`config.mk`:
```
export PLATFORM = sky130hd
export DESIGN_NAME = raise_sched_flat
export DESIGN_NICKNAME = d
export VERILOG_FILES = /design/src/rtl/raise_sched_if.sv /design/src/rtl/raise_sched.sv /design/src/flat_wrapper.sv
export SDC_FILE = /design/constraint.sdc
export NUM_CORES = 1
export LEC_CHECK = 0
export CORE_MARGIN = 3
export CORE_UTILIZATION = 56
export CTS_BUF_LIST = sky130_fd_sc_hd__clkbuf_4 sky130_fd_sc_hd__clkbuf_8
export CTS_CLUSTER_SIZE = 40
export DETAILED_ROUTE_END_ITERATION = 12
export PLACE_DENSITY = 0.82
export SLEW_MARGIN = 30
export SYNTH_ARGS = -nofsm -noshare
export SYNTH_HDL_FRONTEND = slang
export SYNTH_SLANG_ARGS = --single-unit
```
`constraint.sdc`:
```
create_clock -name clk -period 3.5 [get_ports clk]
set_clock_uncertainty 0.2 [all_clocks]
set_input_delay 0.35 -clock clk [delete_from_list [all_inputs] [get_ports clk]]
set_output_delay 0.35 -clock clk [all_outputs]
set_load 0.02 [all_outputs]
```
`src/rtl/raise_sched_if.sv`:
```
// Bin-pair input, engine handshake and output-bin bus of raise_sched.
interface raise_sched_if;
    logic        fft1_valid;
    logic [31:0] fft1_data;
    logic [5:0]  freq1;
    logic        fft2_valid;
    logic [31:0] fft2_data;
    logic [5:0]  freq2;
    logic        fft_ready;
    logic        eng_start;
    logic [31:0] eng_data1;
    logic [31:0] eng_data2;
    logic [5:0]  eng_freq;
    logic        eng_done;
    logic [31:0] eng_result;
    logic        raise_valid;
    logic [31:0] raise_data;
    logic [5:0]  freq_out;
    logic        raise_fin;
    logic [7:0]  frame_cnt;
    logic        err_mismatch;
    logic        err_timeout;

    modport slave (
        input  fft1_valid, fft1_data, freq1, fft2_valid, fft2_data, freq2,
               eng_done, eng_result,
        output fft_ready, eng_start, eng_data1, eng_data2, eng_freq,
               raise_valid, raise_data, freq_out, raise_fin, frame_cnt,
               err_mismatch, err_timeout
    );

    modport master (
        output fft1_valid, fft1_data, freq1, fft2_valid, fft2_data, freq2,
               eng_done, eng_result,
        input  fft_ready, eng_start, eng_data1, eng_data2, eng_freq,
               raise_valid, raise_data, freq_out, raise_fin, frame_cnt,
               err_mismatch, err_timeout
    );
endinterface

```
`src/rtl/raise_sched.sv`:
```
// Queues FFT bin pairs and feeds them one at a time to the pitch-raise engine.
// state | meaning: IDLE wait for queued pair | ISSUE pop head, start engine | WAIT engine busy, timer runs | OUT output bin pulse
module raise_sched #(
    parameter int DEPTH   = 4,
    parameter int TIMEOUT = 31
) (
    input  logic         clk,
    input  logic         rst,
    raise_sched_if.slave bus
);
    localparam int AW = (DEPTH > 1) ? $clog2(DEPTH) : 1;
    localparam int CW = $clog2(DEPTH + 1);
    localparam int TW = (TIMEOUT > 0) ? $clog2(TIMEOUT + 1) : 1;
    localparam logic [CW-1:0] FULL = CW'(DEPTH);
    localparam logic [TW-1:0] TLIM = TW'(TIMEOUT);

    typedef enum logic [1:0] {S_IDLE, S_ISSUE, S_WAIT, S_OUT} state_t;
    state_t state_q, state_d;

    logic [69:0]   mem_q [DEPTH];
    logic [AW-1:0] wr_ptr_q, rd_ptr_q;
    logic [CW-1:0] count_q, count_d;
    logic [TW-1:0] timer_q, timer_d;
    logic          eng_start_q, eng_start_d;
    logic [31:0]   eng_data1_q, eng_data1_d;
    logic [31:0]   eng_data2_q, eng_data2_d;
    logic [31:0]   raise_data_q, raise_data_d;
    logic [5:0]    eng_freq_q, eng_freq_d;
    logic [5:0]    freq_out_q, freq_out_d;
    logic [7:0]    frame_cnt_q, frame_cnt_d;
    logic          err_mis_q, err_mis_d;
    logic          err_to_q, err_to_d;
    logic          ready, push, pop, timed_out;
    logic [69:0]   head;

    assign ready     = (count_q != FULL);
    assign push      = bus.fft1_valid & bus.fft2_valid & ready;
    assign head      = mem_q[rd_ptr_q];
    assign timed_out = (timer_q == TLIM);
    assign count_d   = count_q + CW'(push) - CW'(pop);
    assign err_mis_d = err_mis_q | (push & (bus.freq1 != bus.freq2));

    always_ff @(posedge clk or negedge rst) begin
        if (!rst) state_q <= S_IDLE;
        else      state_q <= state_d;
    end

    always_comb begin
        state_d = state_q;
        case (state_q)
            S_IDLE:  if (count_q != '0) state_d = S_ISSUE;
            S_ISSUE: state_d = S_WAIT;
            S_WAIT:  if (bus.eng_done || timed_out) state_d = S_OUT;
            S_OUT:   state_d = S_IDLE;
            default: state_d = S_IDLE;
        endcase
    end

    // eng_done takes priority over the timeout when both land in the same WAIT cycle.
    always_comb begin
        pop          = 1'b0;
        eng_start_d  = 1'b0;
        eng_data1_d  = eng_data1_q;
        eng_data2_d  = eng_data2_q;
        eng_freq_d   = eng_freq_q;
        timer_d      = timer_q;
        raise_data_d = raise_data_q;
        freq_out_d   = freq_out_q;
        err_to_d     = err_to_q;
        frame_cnt_d  = frame_cnt_q;
        case (state_q)
            S_ISSUE: begin
                pop         = 1'b1;
                eng_start_d = 1'b1;
                {eng_data1_d, eng_data2_d, eng_freq_d} = head;
                timer_d     = '0;
            end
            S_WAIT: begin
                if (bus.eng_done) begin
                    raise_data_d = bus.eng_result;
                    freq_out_d   = eng_freq_q;
                end else if (timed_out) begin
                    raise_data_d = '0;
                    freq_out_d   = eng_freq_q;
                    err_to_d     = 1'b1;
                end else begin
                    timer_d = timer_q + TW'(1);
                end
            end
            S_OUT: if (freq_out_q == 6'd63) frame_cnt_d = frame_cnt_q + 8'd1;
            default: ;
        endcase
    end

    always_ff @(posedge clk) begin
        if (push) mem_q[wr_ptr_q] <= {bus.fft1_data, bus.fft2_data, bus.freq1};
    end

    always_ff @(posedge clk or negedge rst) begin
        if (!rst) begin
            wr_ptr_q     <= '0;
            rd_ptr_q     <= '0;
            count_q      <= '0;
            timer_q      <= '0;
            eng_start_q  <= 1'b0;
            eng_data1_q  <= '0;
            eng_data2_q  <= '0;
            eng_freq_q   <= '0;
            raise_data_q <= '0;
            freq_out_q   <= '0;
            frame_cnt_q  <= '0;
            err_mis_q    <= 1'b0;
            err_to_q     <= 1'b0;
        end else begin
            if (push) wr_ptr_q <= wr_ptr_q + AW'(1);
            if (pop)  rd_ptr_q <= rd_ptr_q + AW'(1);
            count_q      <= count_d;
            timer_q      <= timer_d;
            eng_start_q  <= eng_start_d;
            eng_data1_q  <= eng_data1_d;
            eng_data2_q  <= eng_data2_d;
            eng_freq_q   <= eng_freq_d;
            raise_data_q <= raise_data_d;
            freq_out_q   <= freq_out_d;
            frame_cnt_q  <= frame_cnt_d;
            err_mis_q    <= err_mis_d;
            err_to_q     <= err_to_d;
        end
    end

    assign bus.fft_ready    = ready;
    assign bus.eng_start    = eng_start_q;
    assign bus.eng_data1    = eng_data1_q;
    assign bus.eng_data2    = eng_data2_q;
    assign bus.eng_freq     = eng_freq_q;
    assign bus.raise_valid  = (state_q == S_OUT);
    assign bus.raise_data   = raise_data_q;
    assign bus.freq_out     = freq_out_q;
    assign bus.raise_fin    = (state_q == S_OUT) && (freq_out_q == 6'd63);
    assign bus.frame_cnt    = frame_cnt_q;
    assign bus.err_mismatch = err_mis_q;
    assign bus.err_timeout  = err_to_q;
endmodule

```
`src/flat_wrapper.sv`:
```
// flat-port wrapper written by rule: the top's interface ports become plain ports
module raise_sched_flat 
#(
    parameter int DEPTH   = 4,
    parameter int TIMEOUT = 31
)
  (clk, rst, bus_fft1_valid, bus_fft1_data, bus_freq1, bus_fft2_valid, bus_fft2_data, bus_freq2, bus_eng_done, bus_eng_result, bus_fft_ready, bus_eng_start, bus_eng_data1, bus_eng_data2, bus_eng_freq, bus_raise_valid, bus_raise_data, bus_freq_out, bus_raise_fin, bus_frame_cnt, bus_err_mismatch, bus_err_timeout);
  raise_sched_if bus_i ();
  input  logic clk;
  input  logic rst;
  input wire logic [$bits(bus_i.fft1_valid)-1:0] bus_fft1_valid;
  input wire logic [$bits(bus_i.fft1_data)-1:0] bus_fft1_data;
  input wire logic [$bits(bus_i.freq1)-1:0] bus_freq1;
  input wire logic [$bits(bus_i.fft2_valid)-1:0] bus_fft2_valid;
  input wire logic [$bits(bus_i.fft2_data)-1:0] bus_fft2_data;
  input wire logic [$bits(bus_i.freq2)-1:0] bus_freq2;
  input wire logic [$bits(bus_i.eng_done)-1:0] bus_eng_done;
  input wire logic [$bits(bus_i.eng_result)-1:0] bus_eng_result;
  output wire logic [$bits(bus_i.fft_ready)-1:0] bus_fft_ready;
  output wire logic [$bits(bus_i.eng_start)-1:0] bus_eng_start;
  output wire logic [$bits(bus_i.eng_data1)-1:0] bus_eng_data1;
  output wire logic [$bits(bus_i.eng_data2)-1:0] bus_eng_data2;
  output wire logic [$bits(bus_i.eng_freq)-1:0] bus_eng_freq;
  output wire logic [$bits(bus_i.raise_valid)-1:0] bus_raise_valid;
  output wire logic [$bits(bus_i.raise_data)-1:0] bus_raise_data;
  output wire logic [$bits(bus_i.freq_out)-1:0] bus_freq_out;
  output wire logic [$bits(bus_i.raise_fin)-1:0] bus_raise_fin;
  output wire logic [$bits(bus_i.frame_cnt)-1:0] bus_frame_cnt;
  output wire logic [$bits(bus_i.err_mismatch)-1:0] bus_err_mismatch;
  output wire logic [$bits(bus_i.err_timeout)-1:0] bus_err_timeout;
  assign bus_i.fft1_valid = bus_fft1_valid;
  assign bus_i.fft1_data = bus_fft1_data;
  assign bus_i.freq1 = bus_freq1;
  assign bus_i.fft2_valid = bus_fft2_valid;
  assign bus_i.fft2_data = bus_fft2_data;
  assign bus_i.freq2 = bus_freq2;
  assign bus_i.eng_done = bus_eng_done;
  assign bus_i.eng_result = bus_eng_result;
  assign bus_fft_ready = bus_i.fft_ready;
  assign bus_eng_start = bus_i.eng_start;
  assign bus_eng_data1 = bus_i.eng_data1;
  assign bus_eng_data2 = bus_i.eng_data2;
  assign bus_eng_freq = bus_i.eng_freq;
  assign bus_raise_valid = bus_i.raise_valid;
  assign bus_raise_data = bus_i.raise_data;
  assign bus_freq_out = bus_i.freq_out;
  assign bus_raise_fin = bus_i.raise_fin;
  assign bus_frame_cnt = bus_i.frame_cnt;
  assign bus_err_mismatch = bus_i.err_mismatch;
  assign bus_err_timeout = bus_i.err_timeout;
  raise_sched #(.DEPTH(DEPTH), .TIMEOUT(TIMEOUT)) u_core (.clk(clk), .rst(rst), .bus(bus_i));
endmodule
```
## Yosys cells after proc, flatten, opt, wreduce, memory -nomap -nowiden

Memories as Yosys holds them, arrays and structs flattened. A register that Yosys moved wholly into a read port is not among the register bits.
Index checks and enable logic that the tools add are counted.

- Register bits after elaboration: 63
- Bits in writable memories: 280
- Input port bits: 113
- Memories: 1

- $add $sub $neg: 6
- Equal/unequal tests: 11
- Multiplexer cells: 13
- Bitwise logic cells: 5
- Reduce and logical (&&, ||, !) cells: 12

Memory list:

| name | depth | bits a word | rd ports | clocked after memory_dff | write ports | RTL line | text |
|---|---|---|---|---|---|---|---|
| u_core.mem_q | 4 | 70 | 1 | 1 | 1 | raise_sched.sv:20 | `logic [69:0] mem_q [DEPTH];` |

Operators by type and width:

| cell | count |
|---|---|
| 2-to-1 mux 32 bit | 2 |
| 2-to-1 mux 6 bit | 2 |
| 2-to-1 mux 5 bit | 2 |
| one-hot mux 5 bit (2 select lines) | 1 |
| adder 8 x 1 -> 8 bit (second input constant) | 1 |
| one-hot mux 2 bit (4 select lines) | 1 |
| == test 6 bit (second input constant) | 1 |
| inequality test 6 bit | 1 |
| AND reduction 2 bit | 3 |
| AND reduction 3 bit | 2 |
| adder 5 x 1 -> 5 bit (second input constant) | 1 |
| == test 5 bit (second input constant) | 1 |
| adder 2 x 1 -> 2 bit (second input constant) | 2 |
| == test 2 bit (second input constant) | 2 |
| 2-to-1 mux 2 bit | 2 |
| inequality test 2 x 1 -> 1 bit (second input constant) | 2 |
| inequality test 2 bit (second input constant) | 2 |
| nonzero test 2 bit | 2 |
| adder 3 x 1 -> 3 bit | 1 |
| AND 1 bit | 3 |
| 2-to-1 mux 1 bit | 3 |
| inequality test 3 bit (second input constant) | 1 |
| nonzero test 3 bit | 1 |
| subtractor 3 x 1 -> 3 bit | 1 |
| other kinds (7) | 7 |

## Logic depth before layout (Yosys ltp)

Gate-level depths: netlist of run 1.

- Word-level depth: 4
- Mapped depth: 7
- Mapped depth without buffers: 7

## Worst setup path before layout of run 1

No wires, ideal clock.

- Path type: register to register
- From: register u_core.count_q[1]
- To: memory u_core.mem_q[0][0], enable pin
- Arrival time: 2.408 ns
- Data required time: 2.864 ns
- Setup slack: 0.456 ns
- Cell stages (with the launch flop): 4
- Path buffers: 0
- Path through: dfrtp_1 -> nor2_1 -> a21oi_2 -> and2_1

- Longest elaborated chain between the ends: 4

RTL lines:

| item | RTL line | text |
|---|---|---|
| from (decl) | raise_sched.sv:22 | `logic [CW-1:0] count_q, count_d;` |
| from (signal assigned) | raise_sched.sv:117 | `count_q <= count_d;` |
| inequality test 3 bit | raise_sched.sv:36 | `assign ready = (count_q != FULL);` |
| AND 1 bit | raise_sched.sv:37 | `assign push = bus.fft1_valid & bus.fft2_valid & ready;` |
| named net u_core.push | raise_sched.sv:33 | `logic ready, push, pop, timed_out;` |
| 2-to-1 mux 1 bit | raise_sched.sv:96 | `if (push) mem_q[wr_ptr_q] <= {bus.fft1_data, bus.fft2_data, bus.freq1};` |
| 2-to-1 mux 1 bit (implied by the code) | raise_sched.sv:96 |  |
| to (decl) | raise_sched.sv:20 |  |

The timed path passes the listed nets, and every way through them passes these cells.

## Worst setup path in the final report of run 1

- From: register u_core.state_q[0]
- To: output port bus_raise_fin

- Longest elaborated chain between the ends: 2

RTL lines:

| item | RTL line | text |
|---|---|---|
| from (decl) | raise_sched.sv:18 | `state_t state_q, state_d;` |
| from (signal assigned) | raise_sched.sv:45 | `else state_q <= state_d;` |
| == test 2 bit | raise_sched.sv:139 | `assign bus.raise_fin = (state_q == S_OUT) && (freq_out_q == 6'd63);` |
| logical AND 1 bit | raise_sched.sv:139 |  |
| to (decl) | flat_wrapper.sv:27 | `output wire logic [$bits(bus_i.raise_fin)-1:0] bus_raise_fin;` |

Every way passes these cells.

==> flow_summary.json, run 1 <==
{
  "cts_max_path_buffers": 3,
  "grt_pass1_wl_um": 50000,
  "ys_seq_elements": 413,
  "layout_common_cells": "280 x edfxtp_1, 233 x clkdlybuf4s50_1, 131 x dfrtp_1, 75 x clkbuf_8",
  "power_mw": 17.0,
  "synth_area_per_cell_um2": 21.7,
  "min_period_ps": 3070,
  "swShare_pct": 30.4,
  "placementRows": 60,
  "fmax_mhz": 325,
  "synth_edf_count": 280,
  "hpwlAfterDp_um": 21000,
  "p_switching_mw": 5.17,
  "seqPwrFrac_pct": 42.1,
  "p_comb_share_pct": 35.2,
  "worst_slew_pin_slew_ps": 823,
  "final_antenna_net_count": 0,
  "fin_area_mm2": 0.0198,
  "drcViolationCount": 0,
  "required_ps": 2950,
  "worst_r2r_path_depth": 6,
  "peakVddDrop_mv": 0.471,
  "clockRootBuffer": "clkbuf_8",
  "yosys_warnings": 0,
  "antenna_found_initial": 1,
  "grt_max_degree": 93,
  "clk_pin_slew_ps": 60,
  "clk_latency_ps": 580,
  "firstDrtPassIters": 5,
  "tns_ps": 0,
  "slew_viol_final": 0,
  "endpoint": "bus_raise_fin",
  "wl_per_cell_um": 22.6,
  "setup_viol": 0,
  "final_cells": 1434,
  "end_kind": "output pin",
  "max_slew_margin_pct": 45.1,
  "ys_seq_area_share_pct": 74.5,
  "rsz0062_at_grt": "no",
  "syn_to_final_growth_pct": 25.8,
  "crit_fanout": 7,
  "crit_path_start_kind": "flip-flop",
  "syn_inst": 725,
  "power_density_mw_per_mm2": 857,
  "p_leak_nw": 7.36,
  "portBuffers": 234,
  "arrival_ps": 2520,
  "final_nets": 1137,
  "min_from": "bus_eng_result[10]",
  "clockPowerShare_pct": 22.8,
  "syn_area_mm2": 0.0158,
  "reg2reg_slack_ps": 890,
  "gp_congestion": 0.819,
  "first_global_vias": 8679,
  "p_int_mw": 11.8,
  "final_common_cell": "edfxtp_1",
  "die_w_um": 174,
  "tritoncts": "built",
  "r2r-start": "u_core.timer_q[0]",
  "die_height_um": 174,
  "grt-ovfl-total": 0,
  "drv_cap": 0,
  "drt_iter0_markers": 505,
  "grt.total_usage_pct": 21.2,
  "initial_core_util_pct": 57.7,
  "outcome": "finished clean",
  "cts_made_buffers": 61,
  "crit_start": "u_core.state_q[0]",
  "synth_nets": 854,
  "finalHoldViolations": 0,
  "synth.distinct_cells": 38,
  "layout-drive-gt1-share_pct": 26.6,
  "dp_cells": 1316,
  "routed-via-count": 7979,
  "die-area_mm2": 0.0302,
  "wl_um": 32400,
  "io_pins": 235,
  "worstSetupPathType": "reg2out",
  "place_area_mm2": 0.0185,
  "vias_per_cell": 5.56,
  "core_mm2": 0.0273,
  "clkSinkCount": 413,
  "async_reset_ff_share_pct": 32.2,
  "finalCritPeriodShare_pct": 87.8,
  "h-tree-depth": 2,
  "synthFlopType": "edfxtp_1",
  "r2r-end": "u_core.bus.raise_data[20]",
  "hold_path_class": "in2reg"
}
[cells in the mapped netlist (4+ instances only)]
| cell type | n | share of area [%] |
|---|---|---|
| clkbuf_1 | 9 | 0.21 |
| and2_1 | 5 | 0.20 |
| mux2_2 | 12 | 0.86 |
| nor3_1 | 4 | 0.13 |
| ha_1 | 15 | 1.2 |
| nor2_1 | 4 | 0.095 |
| mux2_4 | 68 | 6.5 |
| nor4_1 | 4 | 0.16 |
| edfxtp_1 | 280 | 53 |
| nand3_1 | 4 | 0.13 |
| a22o_1 | 33 | 1.8 |
| dfrtp_1 | 133 | 21 |
| buf_2 | 14 | 0.44 |
| mux4_2 | 68 | 9.7 |
| nand2_1 | 7 | 0.17 |
| buf_12 | 7 | 0.89 |
| xor2_1 | 17 | 0.94 |
| inv_1 | 9 | 0.21 |
[sequential cells by signal, indices dropped and copies added, names as in the netlist, 5 cells and up]
register / count
u_core.mem_q: 280
u_core.bus.eng_data1: 32
u_core.bus.eng_data2: 32
u_core.bus.raise_data: 32
u_core.bus.frame_cnt: 8
u_core.bus.eng_freq: 6
u_core.bus.freq_out: 6
u_core.timer_q: 5
[routing by layer]
metal / vias up / routed length (um) / track usage, %
met5: - / 0 / 0
met4: 0 / 684 / 6.57
met3: 42 / 2310 / 5.08
met2: 321 / 15600 / 34.0
met1: 4147 / 13700 / 29.5
li1: 3469 / - / -
[power groups by stage]
stage          clock network, mW  registers (mW)  logic (mW)
6_report                    3.87            7.15        5.97
5_1_grt                     4.18            7.29        6.30
4_1_cts                     3.97            7.16        6.05
3_5_place_dp                   0            7.24        6.01
3_3_place_gp                   0            7.20        5.88
2_1_floorplan                  0            7.67        3.30
[cell type report]
| cell class | instances | area [um^2] |
|---|---|---|
| clock buffer | 94 | 1170 |
| sequential | 413 | 11700 |
| multi-input combinational | 270 | 3750 |
| antenna | 1 | 2.50 |
| inverter | 9 | 33.8 |
| timing repair buffer | 253 | 2550 |
| tap | 372 | 465 |
| clock inverter | 22 | 111 |
| fill | 1595 | 7500 |
[cell families (layout without fill, tap and decap cells)]
kind of cell | after synthesis | after routing | share of synthesized area, %
AO/OA/AOI/OAI | 43 | 43 | 2.33
multiplexers | 152 | 152 | 17.5
adder cells (fa/ha/maj) | 16 | 16 | 1.32
AND/OR/NAND/NOR | 39 | 39 | 1.35
flip-flops | 413 | 413 | 74.5
buffers and inverters | 42 | 378 | 1.88
other | 0 | 1 | 0
XOR/XNOR | 20 | 20 | 1.11
[worst max-delay path, cell delays in order (launching register included)]
cell and delay [ps]:
dfrtp_1 460, ha_1 210, nand4_1 280, nor2_1 330, clkdlybuf4s50_1 670
[per-stage QoR]
step | worst slack, ps | util, % | hold WS [ps]
6_report | 426 | 72.6 | 174
5_1_grt | 298 | 72.6 | 150
4_1_cts | 419 | 72.5 | 139
3_5_place_dp | 852 | 67.8 | 270
3_3_place_gp | 859 | 67.8 | 261
2_1_floorplan | 456 | - | -146
[repair_timing]
item	in CTS	in global routing
hold buffers	1	0
setup buffers	0	0
hold endpoints to repair	89	0
gates resized for setup	0	0
[worst min path at each step]
stage	to	slack (ps)	cells after the start
after detailed placement	u_core.bus.frame_cnt[7]	270	1
after global placement	u_core.bus.frame_cnt[7]	260	1
after floorplan	u_core.bus.eng_data1[0]	-150	0
final	u_core.bus.raise_data[10]	170	2
after global routing	u_core.bus.raise_data[31]	150	2
after CTS	u_core.bus.raise_data[10]	140	2
Note: power is estimated with default switching activity, not from simulation.
==> run 2: changes to the inputs <==
--- a/config.mk
+++ b/config.mk
@@ -6,11 +6,10 @@
 export NUM_CORES = 1
 export LEC_CHECK = 0
 export CORE_MARGIN = 3
-export CORE_UTILIZATION = 56
+export CORE_UTILIZATION = 30
 export CTS_BUF_LIST = sky130_fd_sc_hd__clkbuf_4 sky130_fd_sc_hd__clkbuf_8
 export CTS_CLUSTER_SIZE = 40
 export DETAILED_ROUTE_END_ITERATION = 12
-export PLACE_DENSITY = 0.82
 export SLEW_MARGIN = 30
 export SYNTH_ARGS = -nofsm -noshare
 export SYNTH_HDL_FRONTEND = slang
==> flow_summary.json, run 2 (synthesis gave the netlist of run 1 again) <==
{
  "arrival_ps": 2570,
  "hold_path_class": "in2reg",
  "hpwlAfterDp_um": 22000,
  "largest_reg_flops": 280,
  "clockRootBuffer": "clkbuf_8",
  "slowest_stage": "clkdlybuf4s50_1",
  "multi_input_area_mm2": 0.00375,
  "die-area_mm2": 0.0553,
  "regMostFlops": "u_core.mem_q",
  "placementRows": 83,
  "wl_um": 34900,
  "grt.total_usage_pct": 12.7,
  "nFillCells": 4655,
  "fmax_mhz": 321,
  "grt_util_met2_pct": 20.4,
  "final_cells": 1765,
  "tns_ps": 0,
  "cp_cell_sequence": "ha_1 -> nand4_1 -> nor2_1 -> clkdlybuf4s50_1",
  "firstDrtPassIters": 5,
  "cts_max_path_buffers": 3,
  "vias_per_cell": 4.45,
  "fin_area_mm2": 0.0205,
  "syn_to_final_growth_pct": 30.1,
  "layout_common_cells": "280 x edfxtp_1, 233 x clkdlybuf4s50_1, 131 x dfrtp_1, 81 x clkbuf_8",
  "use_met3_pct": 3.84,
  "reg2reg_slack_ps": 1100,
  "clockPowerShare_pct": 24.8,
  "worst_slew_pin_slew_ps": 682,
  "outcome": "finished clean",
  "diodes": 0,
  "fin_util_pct": 39.7,
  "grt-ovfl-total": 0,
  "regArea_mm2": 0.0117,
  "p_leak_nw": 7.50,
  "grt_pass1_wl_um": 53500,
  "clk_latency_ps": 630,
  "min_period_ps": 3120,
  "routed-via-count": 7853,
  "end_kind": "output pin",
  "final_common_cell": "edfxtp_1",
  "gp_congestion": 0.749,
  "rsz0062_at_grt": "no",
  "die_w_um": 235,
  "p_switching_mw": 5.37,
  "grt.busiest_layer": "met2",
  "finalHoldViolations": 0,
  "max_slew_margin_pct": 54.5,
  "seqPwrFrac_pct": 40.1,
  "layout-drive-gt1-share_pct": 27.8,
  "p_int_mw": 12.1,
  "dp_cells": 1629,
  "die_height_um": 235,
  "peakVddDrop_mv": 0.434,
  "setup_viol": 0,
  "grtUsageMet1_pct": 16.2,
  "place_area_mm2": 0.0190,
  "final_antenna_net_count": 0,
  "required_ps": 2950,
  "power_density_mw_per_mm2": 854,
  "antenna_found_initial": 2,
  "drv_cap": 0,
  "clkSinkCount": 413,
  "crit_path_start_kind": "flip-flop",
  "tritoncts": "built",
  "final_nets": 1155,
  "portBuffers": 234,
  "core_mm2": 0.0516,
  "slew_viol_final": 0,
  "first_global_vias": 8695,
  "grt_max_degree": 47,
  "p_comb_share_pct": 35.0,
  "drt_iter0_markers": 302,
  "io_pins": 235,
  "cpPeakStageDelay_ps": 660,
  "swShare_pct": 30.7,
  "crit_fanout": 7,
  "initial_core_util_pct": 30.5,
  "worstSetupPathType": "reg2out",
  "clk_pin_slew_ps": 60,
  "drcViolationCount": 0,
  "wl_per_cell_um": 19.8,
  "finalCritPeriodShare_pct": 89.0,
  "cts_made_buffers": 72,
  "h-tree-depth": 3
}
[run 2: critical path: cells and delay by family, from the launching register on]
family,cells,cell delay (ps)
flops,1,460
buf+inv,1,660
simple gates,2,610
fa+ha+maj,1,210
[run 2: worst paths after layout]
| kind | start | endpoint | cells after the start |
|---|---|---|---|
| worst max-delay path | u_core.state_q[0] | bus_raise_fin | 4 |
| worst min-delay path | bus_eng_result[16] | u_core.bus.raise_data[16] | 2 |
| worst max register to register | u_core.timer_q[0] | u_core.timer_q[4] | 6 |
| worst min register to register | u_core.bus.frame_cnt[7] | u_core.bus.frame_cnt[7] | 1 |
| max in group asynchronous | rst | u_core.bus.raise_data[5] | 4 |
| min in group asynchronous | rst | u_core.bus.eng_data2[30] | 3 |
[run 2: power by group through the flow]
stage	logic [mW]	registers [mW]	clock network [mW]
floorplan	3.30	7.67	0
global placement	6.17	7.11	0
detailed placement	6.22	7.13	0
CTS	6.27	7.05	4.54
global route	6.53	7.17	4.76
finish	6.13	7.02	4.35
[run 2: area by class of cell]
cell class	instances	area share [%]
Sequential cell	413	57.3
Multi-Input combinational cell	270	18.3
Timing Repair Buffer	260	13.1
Clock buffer	106	6.35
Tap cell	680	4.15
Clock inverter	27	0.708
Inverter	9	0.165
[run 2: what timing repair did]
action / 4_1_cts / 5_1_grt
endpoints found under the hold margin: 93 / 0
setup buffers: 0 / 0
gates resized for setup: 0 / 0
hold buffers: 3 / 0
[run 2: metal layers]
layer	wire length, um	up-vias
met1	14900	4034
met5	20	-
met3	2460	46
met2	16900	252
li1	-	3519
met4	585	2
[run 2: per-stage QoR]
step / setup WS, ps / hold slack, ps / total power, mW
5_1_grt: 185 / 62.8 / 18.5
3_3_place_gp: 724 / 259 / 13.3
3_5_place_dp: 680 / 129 / 13.4
6_report: 384 / 117 / 17.5
2_1_floorplan: 456 / -146 / 11.0
4_1_cts: 265 / 39.7 / 17.9
